File: config.mk
export PLATFORM = sky130hd
export DESIGN_NAME = element_select_scanner
export DESIGN_NICKNAME = d
export VERILOG_FILES = /design/src/rtl/element_select_scanner.sv
export SDC_FILE = /design/constraint.sdc
export NUM_CORES = 1
export LEC_CHECK = 0
export CAP_MARGIN = 10
export CORE_MARGIN = 3
export CORE_UTILIZATION = 50
export CTS_BUF_LIST = sky130_fd_sc_hd__clkbuf_16
export DETAILED_ROUTE_END_ITERATION = 8
export PLACE_DENSITY = 0.81
export SLEW_MARGIN = 20
export SYNTH_ARGS = -nofsm -noshare
export SYNTH_HDL_FRONTEND = slang
export SYNTH_SLANG_ARGS = --single-unit
File: constraint.sdc
create_clock -name clk -period 8.1 [get_ports clk]
set_clock_uncertainty 0.2 [all_clocks]
set_input_delay 1.62 -clock clk [delete_from_list [all_inputs] [get_ports clk]]
set_output_delay 1.62 -clock clk [all_outputs]
set_load 0.01 [all_outputs]
File: src/rtl/element_select_scanner.sv
// element_select_scanner
//   Walks the indexed-select queue from index 0 to (latched size - 1), one
//   element per cycle. Each returned element is compared against a latched
//   search key. The block reports how many elements matched, and the index of
//   the first match (FIND_LAST=0) or of the last match (FIND_LAST=1).
//
// Ports
//   clk, rst      rising-edge clock; synchronous active-high reset
//   start         search request, sampled only while idle
//   key           signed search value, latched when start is accepted
//   q_size        signed element count, latched and clamped when start is accepted
//   out_val       queue element for index_out, valid in the same cycle
//   index_out     index driven to the queue
//   busy          high while a search or its result cycle is in progress
//   done          one-cycle pulse; the results are valid in that cycle
//   found         at least one match was seen in the last search
//   match_index   first/last matching index, or -1 when there was no match
//   match_count   number of matching elements, saturating
module element_select_scanner #(
   parameter int MAX_SCAN  = 1024,
   parameter bit FIND_LAST = 1'b0
) (
   input  logic               clk,
   input  logic               rst,
   input  logic               start,
   input  logic signed [31:0] key,
   input  logic signed [31:0] q_size,
   input  logic signed [31:0] out_val,
   output logic signed [31:0] index_out,
   output logic               busy,
   output logic               done,
   output logic               found,
   output logic signed [31:0] match_index,
   output logic [31:0]        match_count
);

   typedef enum logic [1:0] {IDLE, SCAN, DONE} state_t;

   localparam logic signed [31:0] MAX_S     = 32'(MAX_SCAN);
   localparam logic [31:0]        COUNT_SAT = 32'h7FFF_FFFF;

   state_t             state, state_nxt;
   logic signed [31:0] key_r;
   logic signed [31:0] lim;
   logic signed [31:0] lim_c;
   logic               hit;
   logic               last_idx;

   // Negative sizes scan nothing; oversize requests are cut to MAX_SCAN.
   always_comb begin
      lim_c = q_size;
      if (q_size < 0)
         lim_c = '0;
      else if (q_size > MAX_S)
         lim_c = MAX_S;
   end

   assign hit      = (out_val == key_r);
   assign last_idx = (index_out == lim - 32'sd1);

   always_ff @(posedge clk) begin
      if (rst)
         state <= IDLE;
      else
         state <= state_nxt;
   end

   always_comb begin
      state_nxt = state;
      case (state)
         IDLE: if (start) state_nxt = (lim_c > 0) ? SCAN : DONE;
         SCAN: if (last_idx) state_nxt = DONE;
         DONE: state_nxt = IDLE;
         default: state_nxt = IDLE;
      endcase
   end

   assign busy = (state != IDLE);
   assign done = (state == DONE);

   always_ff @(posedge clk) begin
      if (rst) begin
         index_out   <= '0;
         key_r       <= '0;
         lim         <= '0;
         found       <= 1'b0;
         match_index <= -32'sd1;
         match_count <= '0;
      end else begin
         case (state)
            IDLE: begin
               index_out <= '0;
               if (start) begin
                  key_r       <= key;
                  lim         <= lim_c;
                  found       <= 1'b0;
                  match_index <= -32'sd1;
                  match_count <= '0;
               end
            end
            SCAN: begin
               if (hit) begin
                  found <= 1'b1;
                  if (match_count != COUNT_SAT)
                     match_count <= match_count + 32'd1;
                  // found is still clear on the first hit of this search
                  if (FIND_LAST || !found)
                     match_index <= index_out;
               end
               if (!last_idx)
                  index_out <= index_out + 32'sd1;
            end
            DONE: index_out <= '0;
            default: index_out <= '0;
         endcase
      end
   end

endmodule

* Yosys cells after proc, flatten, opt, wreduce, memory -nomap -nowiden
Index checks and enable logic that the tools add are counted.
** Operators by class
- Equal/unequal tests :: 10
- Multiplexer cells :: 17
- $add $sub $neg :: 3
- Bitwise logic cells :: 1
- Magnitude comparators :: 3
- Reductions and logical operators :: 9
** Operators with widths (count)
- $mux W32 :: 8
- $pmux W32 S2 :: 2
- $eq A32 B32 Y1 :: 2
- $add A32 B1 Y32 const B :: 1
- $add A32 B2 Y32 const B :: 1
- $gt A32 B1 Y1 const B :: 1
- $gt A32 B12 Y1 const B :: 1
- $lt A32 B1 Y1 const B :: 1
- $ne A32 B31 Y1 const B :: 1
- $sub A32 B2 Y32 const B :: 1
- $ne A2 B2 Y1 const B :: 5
- $reduce_and A4 Y1 :: 2
- $mux W2 :: 3
- $pmux W2 S2 :: 1
- $reduce_and A2 Y1 :: 2
- $reduce_bool A2 Y1 :: 2
- $reduce_and A3 Y1 :: 1
- $eq A2 B1 Y1 const B :: 1
- $eq A2 B2 Y1 const B :: 1
- $logic_not A2 Y1 :: 1
- $mux W1 :: 2
- $pmux W1 S2 :: 1
- $reduce_or A2 Y1 :: 1
- $not A1 Y1 :: 1
** Storage, ports and cells
- Register bits :: 163
- Output and inout bits :: 99

* Longest topological paths before layout
- Depth in word-level cells :: 7
- Mapped depth :: 16

* Worst setup path before layout
No wires, ideal clock.
- Path kind :: input port to flip-flop
- Start point :: input out_val[11]
- End point :: register match_index[26]
- Setup time :: 0.123 ns
- Path buffers :: 1
- Cell stages on the path :: 9
- Arrival :: 3.656 ns
- Path slack :: 4.120 ns
- Cell sequence :: xor2_1 > nor4_1 > nand4_1 > nor3_1 > nand2_1 > a21oi_1 > clkbuf_1 > a31oi_1 > or2_2
** On the way
- Word-level cells in the longest chain between the ends :: 3
** Ends and longest elaborated chain
- start: declaration :: line 28 : input logic signed [31:0] out_val,
- $eq A32 B32 Y1 :: line 58 : assign hit = (out_val == key_r);
- $ne A2 B2 Y1 (no source line)
- $reduce_and A4 Y1 (no source line)
- end signal: assignment :: line 87 : match_index <= -32'sd1;
- end signal: assignment :: line 97 : match_index <= -32'sd1;
- end signal: assignment :: line 108 : match_index <= index_out;
- end: declaration :: line 33 : output logic signed [31:0] match_index,
Every way passes these cells.
A chain may end at the register's enable or synchronous reset.

* Final worst setup path
- Start point :: input out_val[22]
- End point :: register match_index[26]
Same word-level chain as after synthesis.

==> metrics.md <==
| Metric | Value |
|---|---|
| Die width | about 130 um |
| Dpl hpwl | between 15000 and 20000 um |
| Synthesized net count | between 1000 and 1500 |
| Synth Instances | ~1000 |
| Vias in the first global route | roughly 7300 |
| Commonest cells post-synth | dfxtp_1, nand2_1, nor2_1 |
| Post_cts resized | 0 |
| Hold Buf Count CTS | 0 |
| Setup Buffers After CTS | 0 |
| CTS max path bufs | 2 |
| Post-Syn Area per Cell | slightly above 8 sq um |
| Largest delay share family, worst path | simple AND/OR/NAND/NOR gates |
| CTS root buf | clkbuf_16 |
| Nets | between 1000 and 1500 |
| Hold Path Class | reg -> reg |
| # diodes | 0 |
| Cells on worst reg2reg path | 11 |
| Worst R2R Start | lim[0] |
| Synth-to-Final Area Change | 31.6% |
| Tot GR Track Use | 0.274 |
| Synth top area cells | dfxtp_1, xor2_1, nand2_1 |
| Initial core utilization | 0.511 |
| Worst path max stage delay | between 0.4 and 0.5 ns |
| Post-route ant nets | 0 |
| Final hold violation count | 0 |
| Gate power share | 0.084 |
| Register area share after synthesis | 0.398 |
| Synth Flop Type | dfxtp_1 |
| CTS tree | yes |
| Critical path fanouts, max | 37 |
| Max Clock Freq | between 0.2 and 0.25 GHz |
| Clock power share | 0.441 |
| Die area | between 15000 and 20000 sq um |
| Post-synth top area share | 0.398 |
| Routability cong. | slightly below 0.9 |
| Num CTS Buffers | 17 |
| Yosys top cell by area | dfxtp_1 |
| Critical Path Source Type | input port |
| Critical-path cell list | clkdlybuf4s50_1 > xor2_1 > nor4_1 > nand4_1 > nor3_1 > nand2_1 > a21oi_2 > buf_4 > a31oi_1 > or2_2 |
| Vias per Instance | between 5 and 6 |
| Share of power burned in registers | 0.475 |
| Largest net degree at the start of global routing | 46 |
| Psw | around 430 uW |
| Die height | around 130 um |
| Pleak | roughly 3.8 nW |
| I/O pins | roughly 200 |
| Tightest Pin Transition | 1.11 ns |
| Pint | roughly 1.3 mW |
| First-pass GRT wire length | 39200 um |
| Placed inst area | slightly above 10000 sq um |
| CORE AREA | roughly 16000 sq um |
| Wire length per cell | 17.9 um |
| Slowest cell on crit path | nand2_1 |
| Worst EP required | about 8.2 ns |
| Initial antenna violation count | 1 |
| Final std cells w/o fill | between 1000 and 1500 |
| PD cells | 162 nW/um^2 |
| R2R Path End | index_out[1] |
| Hold path startpoint | key_r[23] |
| Pre-antenna DRT Iters | 5 |
| Post-layout min period | around 4.4 ns |
| RSZ-0062 raised after global routing | false |
| Clock Pin Slew Worst Setup and Hold Paths | 0.07 ns |
| Max-Cap Viols | 0 |
| Synth async-reset ratio | 0 |
| H-tree depth | 4 |
| Sw Ratio | 0.245 |
| Worst hold path depth | 2 |
| Synth warn | 0 |
| Pre-CTS setup slack | about 3.3 ns |
| Sink Count | between 150 and 200 |
| Cell area after layout | between 10000 and 15000 sq um |
| Setup_tns | 0 ns |
| Most common cell in the netlist | dfxtp_1 |
| Status | finished clean |
| Port bufs | 197 |
| Synth Register Bits | between 150 and 200 |
| Max-slew headroom | 0.251 |
| Synth unique cells | slightly above 60 |
| Overflow after GRT | 0 |
| Hold path endpoint | key_r[23] |
| Cells after DPL | ~1400 |
| Crit Path Category | in -> reg |
| Final period util | 0.546 |
| Post-synth EDFFs | 0 |
| # DRC | 0 |
| R2R setup slack | around 3.7 ns |
| Share of layout cells above drive strength 1 | 0.0503 |
| Buf/Inv on CP | 2 |
| Endpoint type of the worst setup path | register |
| Hold Worst Slack | between 0.2 and 0.3 ns |
| DR iter-0 viols | between 700 and 800 |
| Max-slew violations | 0 |
| Worst EP arrival | between 4 and 5 ns |
| Clock Latency Late Sink | 0.42 ns |
| Vias | 8013 |
| Tot Pwr | approximately 1.7 mW |
| Final setup fails | 0 |
| Syn Std Cell Area | 8150 sq um |
| Site Rows | between 40 and 50 |
| Peak VDD IR | about 0.16 mV |
| Routed wire length | ~25000 um |
| Post-layout util | 0.673 |
| Final WS setup | approximately 3.7 ns |
## routing by layer
layer / part of all wire / GRT usage / routed length, um / vias to the layer above
li1: - / - / - / 3867
met1: 0.41 / 0.352 / 10200 / 3733
met2: 0.47 / 0.440 / 11800 / 352
met3: 0.092 / 0.0819 / 2280 / 59
met4: 0.027 / 0.0943 / 684 / 2
met5: 0.00028 / 0 / 7 / -
## area by class of cell
cell class / instances / area (sq um)
multi-input combinational: 752 / 4550
clock buffer: 17 / 425
clock inverter: 15 / 133
fill: 1344 / 5220
timing repair buffer: 204 / 2020
tap: 216 / 270
sequential: 162 / 3240
inverter: 23 / 86.3
## sequential cells by signal (all words and copies together) (netlist names)
register / flops
state: 2
found: 1
index_out: 32
match_count: 32
key_r: 32
lim: 31
match_index: 32
## how the worst max path moves through the flow
stage | slack [ns] | startpoint | to | cells past startpoint
after detailed placement | 3.28 | out_val[22] | match_index[26] | 10
after floorplan | 4.12 | out_val[11] | match_index[26] | 9
after global routing | 3.39 | out_val[22] | match_index[26] | 10
final | 3.68 | out_val[22] | match_index[26] | 10
after global placement | 3.34 | out_val[22] | match_index[26] | 10
after CTS | 3.70 | out_val[22] | match_index[26] | 10
## cells by family (layout without fill, tap and decap cells)
logic type	after synthesis	count (layout)	share of synthesized area
simple gates	461	461	0.308
compound gates	192	192	0.140
flops	162	162	0.398
xor+xnor	93	93	0.0999
buf+inv	89	259	0.0459
fa+ha+maj	3	3	0.00461
mux	3	3	0.00384
## worst min-delay path, delay by kind of cell, from the launching register on
kind            cells  cell delay [ns]
flops               1             0.32
simple gates        1             0.05
compound gates      1             0.05
## cells in the final DEF, fill, tap and decap left out, types with 4 or more instances in the layout
cell             netlist  routed
o31ai_1                6       6
a22oi_1               10      10
nor4_1                28      28
nand2b_1              36      36
clkinv_4               0       5
inv_6                  0       4
nor2b_1                4       4
a21oi_1               69      68
nor3_1                21      21
xnor2_1               43      43
dfxtp_1              162     161
nand4_1               16      16
or2_2                  5       5
inv_1                 23      23
and2_1                26      26
o21ai_1               16      16
clkbuf_16              0      17
nand3_1               21      21
and4_1                 9       9
buf_4                  1       7
o21a_1                 4       4
or4_1                 50      50
o21ai_0               49      49
nor2_1                71      69
nand2_1              110     110
a31oi_1                4       4
clkdlybuf4s50_1        0     196
o211ai_1              14      14
nor3b_1                5       5
xor2_1                50      50
or3_1                 33      33
and3_1                11      11
## power groups by stage
stage               logic, mW  clock network (mW)  registers (mW)
floorplan              0.0726                   0           0.835
global placement        0.143                   0           0.841
detailed placement      0.145                   0           0.841
CTS                     0.146               0.775           0.824
global route            0.159               0.806           0.825
finish                  0.146               0.765           0.824
No activity file was read; power rests on OpenSTA's default activity.
